===== src/rtl/elastic_pipe_chain.sv =====
// Purpose: elastic register chain of STAGES x WIDTH with valid/ready, stall, masked flush, bubble collapse.
// Latency: STAGES cycles from accept to o_valid when unblocked; +1 per item while the skid drains.
// Backpressure: ready ripples back from i_ready through empty stages; ELASTIC_PIPE_SKID_EN adds a skid so o_ready is a flop.
module elastic_pipe_chain #(
   parameter int WIDTH  = 32,
   parameter int STAGES = 4,
   parameter int CNT_W  = $clog2(STAGES + 2)
) (
   input  logic              clk,
   input  logic              rst,
   input  logic              i_stall,
   input  logic              i_flush,
   input  logic [STAGES-1:0] i_flush_mask,
   input  logic              i_valid,
   input  logic [WIDTH-1:0]  i_data,
   output logic              o_ready,
   output logic              o_valid,
   output logic [WIDTH-1:0]  o_data,
   input  logic              i_ready,
   output logic [CNT_W-1:0]  o_count,
   output logic [STAGES-1:0] o_stage_valid
);

   logic [STAGES-1:0] valid;
   logic [WIDTH-1:0]  data [STAGES];
   logic [STAGES:0]   rdy;        // rdy[k]: stage k may be written this cycle
   logic              rdy_acc;
   logic [STAGES-1:0] take;       // stage k receives an item this cycle
   logic [STAGES-1:0] valid_nxt;
   logic [STAGES-1:0] kill;
   logic              src_vld;    // item offered to stage 0
   logic [WIDTH-1:0]  src_dat;
   logic              skid_nxt;
   logic [CNT_W-1:0]  count;
   logic [CNT_W-1:0]  count_nxt;

   assign kill = i_flush ? i_flush_mask : '0;

`ifdef ELASTIC_PIPE_SKID_EN
   logic             skid_valid;
   logic [WIDTH-1:0] skid_data;
   logic             skid_load;

   // A held skid entry always goes first so ordering is preserved; upstream is only
   // accepted while the skid is empty, and lands in the skid if stage 0 is blocked.
   assign src_vld   = skid_valid | i_valid;
   assign src_dat   = skid_valid ? skid_data : i_data;
   assign skid_load = ~skid_valid & i_valid & ~rdy[0];
   assign skid_nxt  = ((skid_valid & ~rdy[0]) | skid_load) & ~kill[0];
   assign o_ready   = ~skid_valid;

   // Skid register: valid is cleared by reset or a stage-0 flush
   always_ff @(posedge clk or negedge rst) begin
      if (!rst) begin
         skid_valid <= 1'b0;
         skid_data  <= '0;
      end else begin
         skid_valid <= skid_nxt;
         if (skid_load) begin
            skid_data <= i_data;
         end
      end
   end
`else
   assign src_vld  = i_valid;
   assign src_dat  = i_data;
   assign skid_nxt = 1'b0;
   assign o_ready  = rdy[0];
`endif

   // Ready chain: an empty stage is always ready, a full one only if it can pass on
   always_comb begin
      rdy     = '0;
      rdy_acc = i_ready & ~i_stall;
      rdy[STAGES] = rdy_acc;
      for (int k = STAGES - 1; k >= 0; k--) begin
         rdy_acc = ~i_stall & (~valid[k] | rdy_acc);
         rdy[k]  = rdy_acc;
      end
   end

   // Next valid state: receive, hold or drain, then squash masked stages
   always_comb begin
      take      = '0;
      valid_nxt = '0;
      take[0]   = src_vld & rdy[0];
      for (int k = 1; k < STAGES; k++) begin
         take[k] = valid[k-1] & rdy[k];
      end
      for (int k = 0; k < STAGES; k++) begin
         valid_nxt[k] = (take[k] | (valid[k] & ~rdy[k+1])) & ~kill[k];
      end
   end

   // Occupancy of the next state, including the skid entry
   always_comb begin
      count_nxt = CNT_W'(skid_nxt);
      for (int k = 0; k < STAGES; k++) begin
         count_nxt = count_nxt + CNT_W'(valid_nxt[k]);
      end
   end

   // Stage registers: data moves only on an accepted transfer, never on flush
   always_ff @(posedge clk or negedge rst) begin
      if (!rst) begin
         valid <= '0;
         count <= '0;
         for (int k = 0; k < STAGES; k++) begin
            data[k] <= '0;
         end
      end else begin
         valid <= valid_nxt;
         count <= count_nxt;
         if (take[0]) begin
            data[0] <= src_dat;
         end
         for (int k = 1; k < STAGES; k++) begin
            if (take[k]) begin
               data[k] <= data[k-1];
            end
         end
      end
   end

   assign o_valid       = valid[STAGES-1];
   assign o_data        = data[STAGES-1];
   assign o_count       = count;
   assign o_stage_valid = valid;

endmodule


===== config.mk =====
export PLATFORM = sky130hd
export DESIGN_NAME = elastic_pipe_chain
export DESIGN_NICKNAME = d
export VERILOG_FILES = /design/src/rtl/elastic_pipe_chain.sv
export SDC_FILE = /design/constraint.sdc
export NUM_CORES = 1
export LEC_CHECK = 0
export BUFFER_PORTS_ARGS = -buffer_cell sky130_fd_sc_hd__clkbuf_2
export CAP_MARGIN = 20
export CELL_PAD_IN_SITES_DETAIL_PLACEMENT = 0
export CELL_PAD_IN_SITES_GLOBAL_PLACEMENT = 2
export CORE_MARGIN = 5
export CORE_UTILIZATION = 40
export DETAILED_ROUTE_END_ITERATION = 10
export GPL_TIMING_DRIVEN = 0
export PLACE_DENSITY = 0.76
export SYNTH_ARGS = -nofsm -noshare
export SYNTH_HDL_FRONTEND = slang
export SYNTH_SLANG_ARGS = --single-unit

===== constraint.sdc =====
create_clock -name clk -period 2.78 [get_ports clk]
set_clock_uncertainty 0.1 [all_clocks]
set_input_delay 0.417 -clock clk [delete_from_list [all_inputs] [get_ports clk]]
set_output_delay 0.417 -clock clk [all_outputs]
set_load 0.05 [all_outputs]

* Word level (Yosys, flattened, before mapping) *
Cells that the tools add are included.

cells by class
  bitwise logic cells = 38
  mux-type cells = 1
  $add $sub $neg = 3

operators with widths
  cell         count
  $and 1x1->1  17
  $not 1->1    13
  $or 1x1->1   8
  $mux 4       1
  $add 2x1->3  1
  $add 3x1->3  1
  $add 1x1->2  1

word-level totals
  bits of input ports = 42
  flip-flop bits (word level) = 135

* Depth between registers and ports, before layout *
Gate-level depths: netlist of the first run.

  depth after elaboration = 16
  depth in mapped cells = 7

* Least setup slack after synthesis of the first run *
OpenSTA, ideal clock, no wires.

  kind = flip-flop to flip-flop
  start = register valid[3] (netlist: o_stage_valid[3])
  end = register count[1] (netlist: o_count[1])
  setup time = 0.126 ns
  data arrival time = 2.326 ns
  cell stages (with the launch flop) = 8
  setup slack = 0.228 ns
  buffers on the path = 0
  clock period less this slack = 2.552 ns
  data required time = 2.554 ns
  cell sequence = dfrtp_1 and4b_4 o21ai_0 a22o_1 fa_1 inv_1 ha_1 ha_1

on the way
  cells in the longest elaborated chain, start to end = 15
  elaborated cells on any way between the ends = 31
  classes of those cells = add/sub: 3; bitwise: 28

RTL lines
  element                   RTL line  RTL
  start: declaration        24        logic [STAGES-1:0] valid;
  start signal: assignment  112       valid <= valid_nxt;
  $not 1->1                 77        rdy_acc = ~i_stall & (~valid[k] | rdy_acc);
  $or 1x1->1                77
  $and 1x1->1               77
  $or 1x1->1                77
  $and 1x1->1               77
  $or 1x1->1                77
  $and 1x1->1               77
  $or 1x1->1                77
  $and 1x1->1               77
  $and 1x1->1               86        take[0] = src_vld & rdy[0];
  $or 1x1->1                91        valid_nxt[k] = (take[k] | (valid[k] & ~rdy[k+1])) & ~kill[k];
  $and 1x1->1               91
  $add 1x1->2               99        count_nxt = count_nxt + CNT_W'(valid_nxt[k]);
  $add 2x1->3               99
  $add 3x1->3 *             99
  via count_nxt[1]          35        logic [CNT_W-1:0] count_nxt;
  end signal: assignment    113       count <= count_nxt;
  end: declaration          34        logic [CNT_W-1:0] count;

Mark *: on every way through the listed nets, which the timed path passes. The rest lies on a longest branch.
A chain may end at the register's enable or synchronous reset.

* Final worst setup path of the first run *
Same ends and word-level chain as after synthesis.

==> results.tsv, run 1 <==
stage	metric	value	unit
run_status	outcome	finished clean	
power	powerDensity	1060	nW/µm²
global_routing	antenna_found_initial	0	
synthesis	synth_top_area_share	0.607	
setup_path	crit_path_top_delay_cell	fa_1	
cts	cts-root-buf	clkbuf_16	
synthesis	yosysMostFrequentCell	dfrtp_1	
setup_path	cp_cell_sequence	and4b_4, o21ai_0, a22o_1, fa_1, inv_1, ha_1, ha_1	
synthesis	synth_commonest_cells	dfrtp_1 (135), mux2_2 (85), mux2_4 (40)	
placed_design	dp.cells	603	
setup_path	worst_ep_required_time	2.97	ns
synthesis	yosysTopAreaCell	dfrtp_1	
synthesis	synth_nets	385	
timing	drv_slew	0	
cells_and_area	fin_util	0.493	
cts	numCtsBuffers	17	
route	wl_per_cell	14.2	µm
timing	rsz0062_at_grt	no	
route	via_per_inst	4.56	
synthesis	synth_edf_count	0	
setup_path	arrival	2.47	ns
synthesis	synth-async-reset-ratio	1.00	
cts	clock_sinks	135	
timing	fmax	438	MHz
cts	cts_hold_buffers	1	
route	drc	0	
power	p_leak	0.00340	µW
floorplan	boundaryPins	83	
cts	htree_levels	4	
setup_path	max_stage_delay	0.53	ns
cells_and_area	instances_no_fill	634	
floorplan	core.rowCount	43	
cts	cts-resized-gates	0	
cells_and_area	seq_area	3380	µm²
cells_and_area	final_layout_size_suffix_gt1_frac	0.621	
timing	tightestPinTransition	0.491	ns
synthesis	syn_area	5560	µm²
run	max_cap_viol_count	0	
placed_design	numPortBuffers	82	
cells_and_area	multi_input_area	1800	µm²
timing	min_period	2.29	ns
floorplan	initial_utilization	0.404	
cells_and_area	design_area	6800	µm²
cells_and_area	nets	488	
setup_path	path_common_cell	ha_1	
floorplan	dieArea	16400	µm²
cts	cts_buffer_depth	2	
synthesis	synth_flop_cell	dfrtp_1	
hold_path	hp-class	in -> reg	
setup_path	crit_buf_inv	1	
cts	cts_tree	built	
route	routed_wl	9020	µm
synthesis	avgSynthCellArea	16.4	µm²
global_routing	grt_pass1_vias	3146	
synthesis	synth.distinct_cells	24	
placed_design	gp_congestion	0.729	
timing	holdWs	0.101	ns
setup_path	cp-start-kind	flop	
timing	post-route-period-util	0.822	
synthesis	ys_ff_latch	135	
placed_design	place_hpwl	6380	µm
floorplan	design.core.area	13800	µm²
synthesis	ys_seq_area_frac	0.607	
setup_path	cp_max_fo	6	
cells_and_area	area_growth	22.2	%
timing	slew_headroom	0.673	
cells_and_area	antennaDiodeCount	0	
placed_design	place_area	6230	µm²
route	drtPass1Iterations	4	
cells_and_area	nFillCells	1226	
setup_path	critPathKind	reg -> reg	
floorplan	fp.dieH	128	µm
route	drt_iter0_markers	174	
synthesis	ys_warn_count	0	
global_routing	grt_pass1_wl	15600	µm
global_routing	grt_usage	0.124	
floorplan	fp.dieW	128	µm
route	num_vias	2889	
power	ir_worst_vdd	0.000376	V
synthesis	netlist_top_cells_area	dfrtp_1 (61%), mux2_2 (17%), mux2_4 (11%)	
cts	path_clk_slew	0.05	ns
global_routing	overflow	0	
setup_path	crit_family	adder cells	
route	drt.antenna.violating_nets	0	
timing	setup_viol	0	
cts	post_cts_buffers	0	
setup_path	end_kind	flop	
global_routing	grt_start_max_net_pins	101	
cts	clk_latency	0.41	ns
synthesis	syn_inst	340	
timing	hold_violations	0	
worst register-to-register path, delay by kind of cell, from the launching register on:
kind | cells | cell delay [ns]
adder cells (fa/ha/maj) | 3 | 0.97
flip-flops | 1 | 0.43
AO/OA/AOI/OAI | 2 | 0.34
AND/OR/NAND/NOR | 1 | 0.28
buffers and inverters | 1 | 0.04
per-layer routing:
layer,GRT usage,vias up,share of wire
li1,-,1369,-
met1,0.155,1447,0.44
met2,0.193,57,0.49
met3,0.0475,16,0.046
met4,0.0524,0,0.020
met5,0,-,0
final cells by class:
type	count	area share
Sequential cell	135	0.497
Multi-Input combinational cell	155	0.265
Clock buffer	27	0.0755
Timing Repair Buffer	84	0.0672
Buffer	48	0.0547
Tap cell	180	0.0331
Clock inverter	3	0.00589
Inverter	2	0.00110
where the power goes:
part / internal, µW / switching (µW) / total [µW]
clock: 1340 / 731 / 2070
combinational: 1040 / 1150 / 2190
sequential: 2640 / 333 / 2970
total: 5010 / 2210 / 7220
flip-flops by register name (all words and copies together), names as in the netlist:
register / flops
o_count: 3
o_data: 32
o_stage_valid: 4
data: 96
final timing paths:
check	from	endpoint	slack (ns)	cells past startpoint
hold reg to reg	data[38]$_DFFE_PN0P_	o_data[6]$_DFFE_PN0P_	0.38	1
setup reg to reg	o_stage_valid[3]$_DFF_PN0_	o_count[1]$_DFF_PN0_	0.49	7
setup / recovery	o_stage_valid[3]$_DFF_PN0_	o_count[1]$_DFF_PN0_	0.49	7
min in group asynchronous	rst	o_count[2]$_DFF_PN0_	0.38	2
hold / removal	i_flush_mask[3]	o_stage_valid[3]$_DFF_PN0_	0.10	2
max in group asynchronous	rst	data[80]$_DFFE_PN0P_	1.44	3
cells by family (layout without fill, tap and decap cells):
family | count (synthesis) | after routing | share of synthesized area
muxes | 128 | 128 | 0.286
adders and majority gates | 3 | 3 | 0.00810
AOI/OAI and AO/OA | 13 | 13 | 0.0155
DFF | 135 | 135 | 0.607
and+or+nand+nor | 11 | 11 | 0.0146
buffers and inverters | 50 | 164 | 0.0682
cells in the final DEF (no fill, tap or decap), types with 3 or more instances in the layout:
| cell type | count |
|---|---|
| dfrtp_1 | 135 |
| mux2_2 | 85 |
| clkbuf_2 | 81 |
| mux2_4 | 40 |
| buf_4 | 33 |
| clkbuf_16 | 17 |
| buf_6 | 8 |
| clkbuf_1 | 6 |
| buf_2 | 6 |
| clkbuf_8 | 6 |
| nand2b_1 | 4 |
| o21ai_0 | 3 |
| a22oi_1 | 3 |
| a21oi_1 | 3 |
| mux2_1 | 3 |
metrics by stage:
stage	TNS (ns)	power (µW)	setup slack, ns
finish	0	7220	0.495
detailed placement	0	5240	0.302
global placement	-121.86	5160	-0.912
global route	0	7630	0.391
floorplan	0	4760	0.228
CTS	0	7340	0.460
Note: power is estimated with default switching activity, not from simulation.
==> run 2, diff against run 1 <==
==> constraint.sdc (replaced) <==
create_clock -name clk -period 2.2 [get_ports clk]
set_clock_uncertainty 0.1 [all_clocks]
set_input_delay 0.33 -clock clk [delete_from_list [all_inputs] [get_ports clk]]
set_output_delay 0.33 -clock clk [all_outputs]
set_load 0.05 [all_outputs]
==> run 2 against run 1 <==
  * First-iteration DRC count down 35%
  * Die area unchanged
  * Cell count up 0.16%
  * Sequential power up 26%
  * Register-to-register slack worse by 0.41 ns
  * Wire length up 0.47%
  * Worst hold slack worse by 0.071 ns
  * Via count about the same
  * Critical endpoint unchanged
  * Largest cell class unchanged
==> results.tsv, run 2 (synthesis results as in run 1) <==
stage	metric	value	unit
run_status	outcome	finished clean	
global_routing	grt_pass1_wl	15700	µm
global_routing	antenna_found_initial	0	
floorplan	core.rowCount	43	
setup_path	cp_max_fo	6	
placed_design	dp.cells	603	
setup_path	r2r_cells	7	
cts	path_clk_slew	0.05	ns
timing	setup_viol	0	
floorplan	boundaryPins	83	
cells_and_area	largest_reg_flops	96	
cells_and_area	area_growth	22.5	%
setup_path	cp_cell_sequence	and4b_4, o21ai_2, a22o_1, fa_1, inv_1, ha_2, ha_1	
setup_path	crit_path_top_delay_cell	fa_1	
route	drt.antenna.violating_nets	0	
route	drt_iter0_markers	113	
cells_and_area	instances_no_fill	635	
global_routing	busiest_layer	met2	
cells_and_area	nets	490	
cells_and_area	design_area	6810	µm²
timing	tightestPinTransition	0.555	ns
floorplan	design.core.area	13800	µm²
cts	cts_tree	built	
power	ir_worst_vdd	0.000420	V
placed_design	place_area	6240	µm²
power	p_int	6300	µW
power	netSwitchingPower	2810	µW
route	routed_wl	9060	µm
hold_path	hp-class	in -> reg	
timing	fmax	473	MHz
setup_path	worst_ep_required_time	2.39	ns
cts	numCtsBuffers	17	
cells_and_area	final_layout_size_suffix_gt1_frac	0.631	
cells_and_area	seq_area	3380	µm²
power	powerDensity	1340	nW/µm²
setup_path	cp-start-kind	flop	
placed_design	post-place-ws	-0.0356	ns
setup_path	crit_buf_inv	1	
setup_path	end_kind	flop	
cells_and_area	top_register	data	
placed_design	place_hpwl	6430	µm
setup_path	crit_family	adder cells	
cts	clk_latency	0.41	ns
timing	rsz0062_at_grt	no	
global_routing	grtUsageMet2	0.192	
power	swShare	0.308	
global_routing	grt_usage	0.125	
setup_path	arrival	2.31	ns
floorplan	dieArea	16400	µm²
hold_path	hold_depth	2	
timing	finalSetupTns	0	ns
timing	worst_slack	0.0840	ns
route	drc	0	
timing	min_period	2.12	ns
cts	clock_sinks	135	
cells_and_area	mostFrequentLayoutCells	dfrtp_1 (132), mux2_2 (85), clkbuf_2 (81), mux2_4 (40), buf_4 (33)	
global_routing	grt_start_max_net_pins	69	
placed_design	numPortBuffers	82	
cts	htree_levels	4	
timing	drv_slew	0	
global_routing	overflow	0	
floorplan	initial_utilization	0.404	
route	wl_per_cell	14.3	µm
cells_and_area	multi_input_area	1810	µm²
power	comb_power_share	0.305	
cells_and_area	nFillCells	1239	
timing	post-route-period-util	0.962	
global_routing	met3_usage	0.0413	
route	via_per_inst	4.55	
route	drtPass1Iterations	4	
power	p_total	9100	µW
setup_path	cp.depth	7	
cts	cts-root-buf	clkbuf_16	
placed_design	gp_congestion	0.757	
setup_path	max_stage_delay	0.47	ns
power	clkPwrFrac	0.283	
route	num_vias	2887	
floorplan	fp.dieW	128	µm
floorplan	fp.dieH	128	µm
timing	slew_headroom	0.630	
cells_and_area	layout_commonest_cell	dfrtp_1	
timing	hold_violations	0	
global_routing	grt_pass1_vias	3122	
power	seqPwrFrac	0.411	
global_routing	use_met1	0.158	
setup_path	critPathKind	reg -> reg	
cells_and_area	antennaDiodeCount	0	
run	max_cap_viol_count	0	
power	p_leak	0.00340	µW
cts	cts_buffer_depth	2	
==> run 2: cell type report <==
class	instances	area share
timing repair buffer	86	0.0700
tap	180	0.0331
clock inverter	4	0.00661
sequential	135	0.496
inverter	2	0.00110
clock buffer	25	0.0727
buffer	48	0.0545
multi-input combinational	155	0.266
==> run 2: final timing paths <==
check,startpoint,end,slack [ns]
worst max-delay path,o_stage_valid[3]$_DFF_PN0_,o_count[1]$_DFF_PN0_,0.08
worst min-delay path,i_flush_mask[0],o_stage_valid[0]$_DFF_PN0_,0.03
worst max register to register,o_stage_valid[3]$_DFF_PN0_,o_count[1]$_DFF_PN0_,0.08
worst min register to register,data[102]$_DFFE_PN0P_,data[102]$_DFFE_PN0P_,0.39
max in group asynchronous,rst,data[112]$_DFFE_PN0P_,0.93
min in group asynchronous,rst,o_count[0]$_DFF_PN0_,0.36
==> run 2: layer usage <==
metal  up-vias  wire [µm]  part of all wire
li1       1376          -                 -
met1      1438       4070              0.45
met2        61       4390              0.48
met3        12        450             0.050
met4         0        159             0.018
met5         -          0                 0
==> run 2: repair_timing <==
action	in CTS	in global routing
endpoints found under the hold margin	69	0
hold buffers	3	0
setup buffers	0	0
setup endpoints to repair	0	1
gates resized for setup	0	1
==> run 2: power by group through the flow <==
stage,clock network [µW],logic [µW],registers (µW)
after floorplan,0,2320,3700
after global placement,0,2760,3760
after detailed placement,0,2810,3810
after CTS,2660,2830,3770
after global routing,2770,2960,3860
final,2580,2780,3740
==> run 2: metrics by stage <==
| stage | utilization | hold WS, ns |
|---|---|---|
| global placement | 0.451 | 0.365 |
| floorplan | - | -0.0656 |
| CTS | 0.495 | 0.00538 |
| detailed placement | 0.453 | 0.269 |
| finish | 0.495 | 0.0309 |
| global route | 0.495 | 0.0226 |
